[src/rtl/sbox_layer_serial.sv]
`default_nettype none
// ============================================================================
// Module   : sbox_layer_serial
// Purpose  : Serial Spongent S-box layer. Captures a round state and streams
//            one substituted byte per handshake, lowest byte first.
// Revision : 1.0 - initial release
// ============================================================================
module sbox_layer_serial #(
    parameter int NBYTES = 33,
    parameter int IDX_W  = 32
) (
    input  logic                  clk,
    input  logic                  rst,
    input  logic                  start,
    input  logic [8*NBYTES-1:0]   state_in,
    input  logic                  out_ready,
    output logic [7:0]            byte_out,
    output logic [IDX_W-1:0]      index_out,
    output logic                  byte_valid,
    output logic                  busy,
    output logic                  done
);

    localparam int                 c_CNT_W = $clog2(NBYTES + 1);
    localparam logic [c_CNT_W-1:0] c_LAST  = c_CNT_W'(NBYTES - 1);
    localparam logic [c_CNT_W-1:0] c_END   = c_CNT_W'(NBYTES);

    localparam logic [0:0] c_IDLE = 1'b0;
    localparam logic [0:0] c_RUN  = 1'b1;

    logic [0:0]           r_state;
    logic [0:0]           w_next_state;
    logic [8*NBYTES-1:0]  r_data;
    logic [c_CNT_W-1:0]   r_cnt;
    logic [c_CNT_W-1:0]   r_index;
    logic [7:0]           r_byte;
    logic                 r_valid;
    logic                 r_done;

    logic                 w_capture;
    logic                 w_load;
    logic                 w_xfer;
    logic                 w_last;
    logic [7:0]           w_sel;

    function automatic logic [3:0] f_sbox(input logic [3:0] x);
        logic [3:0] y;
        case (x)
            4'h0: y = 4'hE;  4'h1: y = 4'hD;  4'h2: y = 4'hB;  4'h3: y = 4'h0;
            4'h4: y = 4'h2;  4'h5: y = 4'h1;  4'h6: y = 4'h4;  4'h7: y = 4'hF;
            4'h8: y = 4'h7;  4'h9: y = 4'hA;  4'hA: y = 4'h8;  4'hB: y = 4'h5;
            4'hC: y = 4'h9;  4'hD: y = 4'hC;  4'hE: y = 4'h3;  default: y = 4'h6;
        endcase
        return y;
    endfunction

    // Byte mux over the captured state; out-of-range counts select zero.
    always_comb begin
        w_sel = 8'h00;
        for (int i = 0; i < NBYTES; i++) begin
            if (r_cnt == c_CNT_W'(i)) begin
                w_sel = r_data[8*i +: 8];
            end
        end
    end

    always_ff @(posedge clk) begin
        if (!rst) begin
            r_state <= c_IDLE;
        end else begin
            r_state <= w_next_state;
        end
    end

    always_comb begin
        w_next_state = r_state;
        w_capture    = 1'b0;
        w_load       = 1'b0;
        w_last       = 1'b0;
        w_xfer       = r_valid && out_ready;
        case (r_state)
            c_IDLE: begin
                if (start) begin
                    w_next_state = c_RUN;
                    w_capture    = 1'b1;
                end
            end
            default: begin
                w_load = (!r_valid || out_ready) && (r_cnt < c_END);
                w_last = w_xfer && (r_index == c_LAST);
                if (w_last) begin
                    w_next_state = c_IDLE;
                end
            end
        endcase
    end

    always_ff @(posedge clk) begin
        if (w_capture) begin
            r_data <= state_in;
        end
    end

    // A load on the same edge as a transfer keeps the stream gap-free.
    always_ff @(posedge clk) begin
        if (!rst) begin
            r_cnt   <= '0;
            r_index <= '0;
            r_byte  <= 8'h00;
            r_valid <= 1'b0;
            r_done  <= 1'b0;
        end else begin
            r_done <= w_last;
            if (w_capture) begin
                r_cnt <= '0;
            end
            if (w_load) begin
                r_byte  <= {f_sbox(w_sel[7:4]), f_sbox(w_sel[3:0])};
                r_index <= r_cnt;
                r_cnt   <= r_cnt + c_CNT_W'(1);
                r_valid <= 1'b1;
            end else if (w_xfer) begin
                r_valid <= 1'b0;
            end
        end
    end

    assign byte_out   = r_byte;
    assign index_out  = IDX_W'(r_index);
    assign byte_valid = r_valid;
    assign busy       = (r_state == c_RUN);
    assign done       = r_done;

endmodule
`default_nettype wire

[config.mk]
export PLATFORM = sky130hd
export DESIGN_NAME = sbox_layer_serial
export DESIGN_NICKNAME = d
export VERILOG_FILES = /design/src/rtl/sbox_layer_serial.sv
export SDC_FILE = /design/constraint.sdc
export NUM_CORES = 1
export LEC_CHECK = 0
export BUFFER_PORTS_ARGS = -buffer_cell sky130_fd_sc_hd__buf_2
export CORE_UTILIZATION = 50
export CTS_BUF_LIST = sky130_fd_sc_hd__clkbuf_4
export DETAILED_ROUTE_END_ITERATION = 12
export HOLD_SLACK_MARGIN = 0.1
export PLACE_DENSITY = 0.78
export SETUP_SLACK_MARGIN = 0.2
export SLEW_MARGIN = 20
export SYNTH_ARGS = -nofsm -noshare
export SYNTH_HDL_FRONTEND = slang
export SYNTH_SLANG_ARGS = --single-unit
[constraint.sdc]
create_clock -name clk -period 14.7 [get_ports clk]
set_input_delay 0 -clock clk [delete_from_list [all_inputs] [get_ports clk]]
set_output_delay 0 -clock clk [all_outputs]
set_load 0.05 [all_outputs]
==> results of run 1 <==
-- per-stage QoR --
| stage | hold slack (ns) | cells | worst slack [ns] | area, um2 |
|---|---|---|---|---|
| 2_1_floorplan | 0.0989 | 991 | 0.813 | 12900 |
| 3_5_place_dp | 0.178 | 1522 | 10.34 | 14300 |
| 3_3_place_gp | 0.177 | 1522 | 10.46 | 14300 |
-- cell families after synthesis --
logic type	Yosys count	share of synthesized area (%)
fa+ha+maj	13	1.27
flops	287	65.4
mux	12	0.956
xor+xnor	2	0.195
simple gates	252	11.1
compound gates	289	16.0
buf+inv	110	5.03
other cells	1	0.0292
==> results.md, run 1 <==
- H-tree depth: 3
- Row count: 58
- Initial Utilization: 50.9%
- Status: did not finish
- CTS sink cnt: ~290
- Area share of the largest cell type after synthesis: 61.8%
- Detailed Place HPWL: ~27000 um
- Post-Syn Area: between 10000 and 15000 um2
- Clock tree buffer depth: 3
- Die H: 162 um
- #FFs+latches synth: 287
- Yosys warnings: 0
- Post-synthesis sequential area ratio: 65.4%
- GPL Wtd Cong: 0.919
- Synth top cells by count: edfxtp_1 (264), nand2_1 (78), a21oi_1 (58)
- Count leader, synth: edfxtp_1
- Clk root buf: clkbuf_4
- Die X: approximately 160 um
- FFs w/ async S/R, synth: 0%
- Failed at: clock tree synthesis
- Err: [ERROR RSZ-0060] Max buffer count reached.
- Syn Inst Count: 966
- Port bufs: 284
- Yosys cell types: 95
- TritonCTS buffer count: 74
- Hold_buf cts: between 300 and 400
- CTS resizes: 0
- Post-CTS setup buffer count: 0
- I/O Pins: 311
- Most area-hungry cell type in the Yosys netlist: edfxtp_1
- Synth top area cells: edfxtp_1 (62%), dfxtp_1 (3.6%), nand2_1 (2.3%), a21oi_1 (2.3%), buf_4 (2.0%)
- Most used DFF post-synth: edfxtp_1
- Mean Syn Cell Area: 13.3 um2
- EDFF count, synth: between 200 and 300
==> inputs of run 2 (changes only) <==
--- a/config.mk
+++ b/config.mk
@@ -6,12 +6,9 @@
 export NUM_CORES = 1
 export LEC_CHECK = 0
 export BUFFER_PORTS_ARGS = -buffer_cell sky130_fd_sc_hd__buf_2
-export CORE_UTILIZATION = 50
-export CTS_BUF_LIST = sky130_fd_sc_hd__clkbuf_4
+export CORE_UTILIZATION = 40
 export DETAILED_ROUTE_END_ITERATION = 12
-export HOLD_SLACK_MARGIN = 0.1
-export PLACE_DENSITY = 0.78
-export SETUP_SLACK_MARGIN = 0.2
+export PLACE_DENSITY_LB_ADDON = 0.15
 export SLEW_MARGIN = 20
 export SYNTH_ARGS = -nofsm -noshare
 export SYNTH_HDL_FRONTEND = slang
==> constraint.sdc (replaced) <==
create_clock -name clk -period 19.1 [get_ports clk]
set_input_delay 0 -clock clk [delete_from_list [all_inputs] [get_ports clk]]
set_output_delay 0 -clock clk [all_outputs]
set_load 0.05 [all_outputs]
==> run 2 against run 1 <==
Effect of this change: the run now ends clean; synthesized cell count unchanged; area after synthesis unchanged.
==> results.md, run 2 <==
- Hold_buf cts: 269 (-19%)
- Syn Inst Count: 966 (unchanged)
- CP endpoint kind: register
- R2R depth: 13
- Slew @ Worst Pin: 1.10 ns
- CTS tree: yes
- Most used DFF post-synth: edfxtp_1
- Fin Clk Skew: 0.0110 ns
- Clock tree buffer depth: 3 (unchanged)
- Mean Syn Cell Area: 13.3 um2 (unchanged)
- Detailed Place HPWL: 27900 um (+4.6%)
- WHS Path Cells: 2
- Area grow syn2layout: 40.2%
- GPL Wtd Cong: 0.946 (+2.9%)
- Core ar.: around 32000 um2
- Most frequent cells in the layout: buf_2 (284), dlygate4sd3_1 (269), edfxtp_1 (264)
- Yosys cell types: 95 (unchanged)
- Post-route total power: around 1500 uW
- Die H: 181 um (+12%)
- Reg2Reg Setup Slack: around 15 ns
- Initial antenna violation count: 2
- Final Cell Area: between 15000 and 20000 um2
- Antenna-violating nets left: 0
- R2r endpoint: byte_out[5]$_SDFFE_PN0P_
- Die X: 181 um (+12%)
- VDD IR-drop max: 0.0000707 V
- EDFF count, synth: 264 (unchanged)
- Area share of the largest cell type after synthesis: 61.8% (unchanged)
- Placed Instances: 1593 (+4.7%)
- Initial DRC Count: 1139
- Fmax: around 230 MHz
- Final setup viols: 0
- Required @ worst endpoint: between 15 and 20 ns
- Critical Path AT: 4.86 ns
- WL/cell: roughly 23 um
- Hold path startpoint: state_in[196]
- Final period util: 23.2%
- Reg with most FFs: r_data
- Kind of critical path: register to register
- Nets: 1772
- Status: finished, final reports clean
- DRC: 0
- Hold_ws: 0.132 ns
- Worst Hold Path EP: r_data[196]$_DFFE_PP_
- Port bufs: 284 (unchanged)
- CTS clk-pin slew, worst paths: 0.07 ns
- CTS sink cnt: 287 (unchanged)
- Max reg flops: 264
- Clock latency on the worst-skew pair: 0.57 ns
- Post-Syn Area: 12800 um2 (unchanged)
- Critical path peak fanout: 61
- Minimum period implied by the final worst setup slack: 4.43 ns
- Max Slew Vio Count: 0
- Via count: about 11000
- FFs w/ async S/R, synth: 0% (unchanged)
- Final hold vios: 0
- Critical Path Source Type: register
- Reg-to-reg critical path startpoint: r_cnt[0]$_SDFFE_PN0P_
- Vias in the first global route: 10600
- Share of cells above drive strength 1: between 20% and 30%
- Worst hold-check path type: input port to register
- Post-CTS setup buffer count: 0 (unchanged)
- Yosys warnings: 0 (unchanged)
- LEAKAGE: 0.00681 uW
- Final instance count without filler cells: approximately 1900
- Largest net degree at the start of global routing: 186
- First drt pass iteration count: 5
- Die Area: 32800 um2
- Via-to-Cell Ratio: 5.53
- Grt total ovfl: 0
- H-tree depth: 1 (-2)
- Total GRT Usage: 26.1%
- First-pass GRT wire length: ~64000 um
- Count leader, synth: edfxtp_1
- Post-synthesis sequential area ratio: 65.4% (unchanged)
- Placed instance area: 14400 um2 (+0.58%)
- TritonCTS buffer count: 29 (-61%)
- Most area-hungry cell type in the Yosys netlist: edfxtp_1
- Setup TNS: 0 ns
- Initial Utilization: 40.6% (-10 points)
- Row count: 65 (+12%)
- Most common cell after layout, fill and taps aside: buf_2
- #FFs+latches synth: 287 (unchanged)
- I/O Pins: 311 (unchanged)
- WL final: 44000 um
- Slew headroom: 26.4%
- Pwr Density: 83.1 nW/um2
- Synth top cells by count: edfxtp_1 (264), nand2_1 (78), a21oi_1 (58)
- Synth top area cells: edfxtp_1 (62%), dfxtp_1 (3.6%), nand2_1 (2.3%), a21oi_1 (2.3%), buf_4 (2.0%)
- RSZ-0062 raised after global routing: false
- CTS resizes: 0 (unchanged)
- Clk root buf: clkbuf_16
- Max Cap Viol: 0
-- run 2: worst max-delay path: stages, from the launching register on --
cell and delay, ns:
dfxtp_1 0.37, inv_1 0.13, ha_2 0.17, buf_4 0.58, nor2b_1 0.95, a22oi_1 0.26
o22a_1 0.24, o211ai_1 0.16, o21ai_1 0.16, o211ai_1 0.33, ha_1 0.38, mux2_1 0.31
mux2i_1 0.15, a21oi_1 0.08
-- run 2: kinds of logic after synthesis --
family          share of synthesized area (%)
flops                                    65.4
buf+inv                                  5.03
xor+xnor                                0.195
fa+ha+maj                                1.27
compound gates                           16.0
mux                                     0.956
other cells                            0.0292
simple gates                             11.1
-- run 2: cell type report --
| cell class | count | area [um2] |
|---|---|---|
| timing repair buffer | 565 | 4220 |
| clock buffer | 32 | 737 |
| tap | 402 | 503 |
| sequential | 287 | 8390 |
| inverter | 14 | 52.6 |
| clock inverter | 20 | 170 |
| fill | 2552 | 13600 |
| multi-input combinational | 594 | 3910 |
| antenna | 1 | 2.50 |
-- run 2: per-stage QoR --
stage | util, % | setup slack [ns]
after floorplan | - | 5.21
after global placement | 45.6 | 14.90
after detailed placement | 45.6 | 14.78
after CTS | 57.0 | 14.75
after global routing | 57.0 | 14.46
final | 57.0 | 14.67
-- run 2: layer usage --
layer	share of wire [%]	GRT usage (%)
met3	7.1	4.64
met5	0.030	0
met2	47	42.5
met1	42	34.8
met4	3.9	10.0
-- run 2: report_power, final --
group | leakage (uW) | internal [uW] | switching (uW)
Sequential | 0.00270 | 729 | 17.3
Clock | 0.000433 | 306 | 244
Combinational | 0.00368 | 87.9 | 110
Total | 0.00681 | 1120 | 371
-- run 2: how the worst max path moves through the flow --
stage,start,to,cells after the start
2_1_floorplan,busy$_SDFF_PN0_,r_cnt[2]$_SDFFE_PN0P_,4
3_3_place_gp,r_cnt[0]$_SDFFE_PN0P_,byte_out[5]$_SDFFE_PN0P_,13
3_5_place_dp,r_cnt[1]$_SDFFE_PN0P_,byte_out[5]$_SDFFE_PN0P_,12
4_1_cts,r_cnt[1]$_SDFFE_PN0P_,byte_out[5]$_SDFFE_PN0P_,12
5_1_grt,r_cnt[0]$_SDFFE_PN0P_,byte_out[5]$_SDFFE_PN0P_,13
6_report,r_cnt[0]$_SDFFE_PN0P_,byte_out[5]$_SDFFE_PN0P_,13
Power figures use the tool's default switching activity.
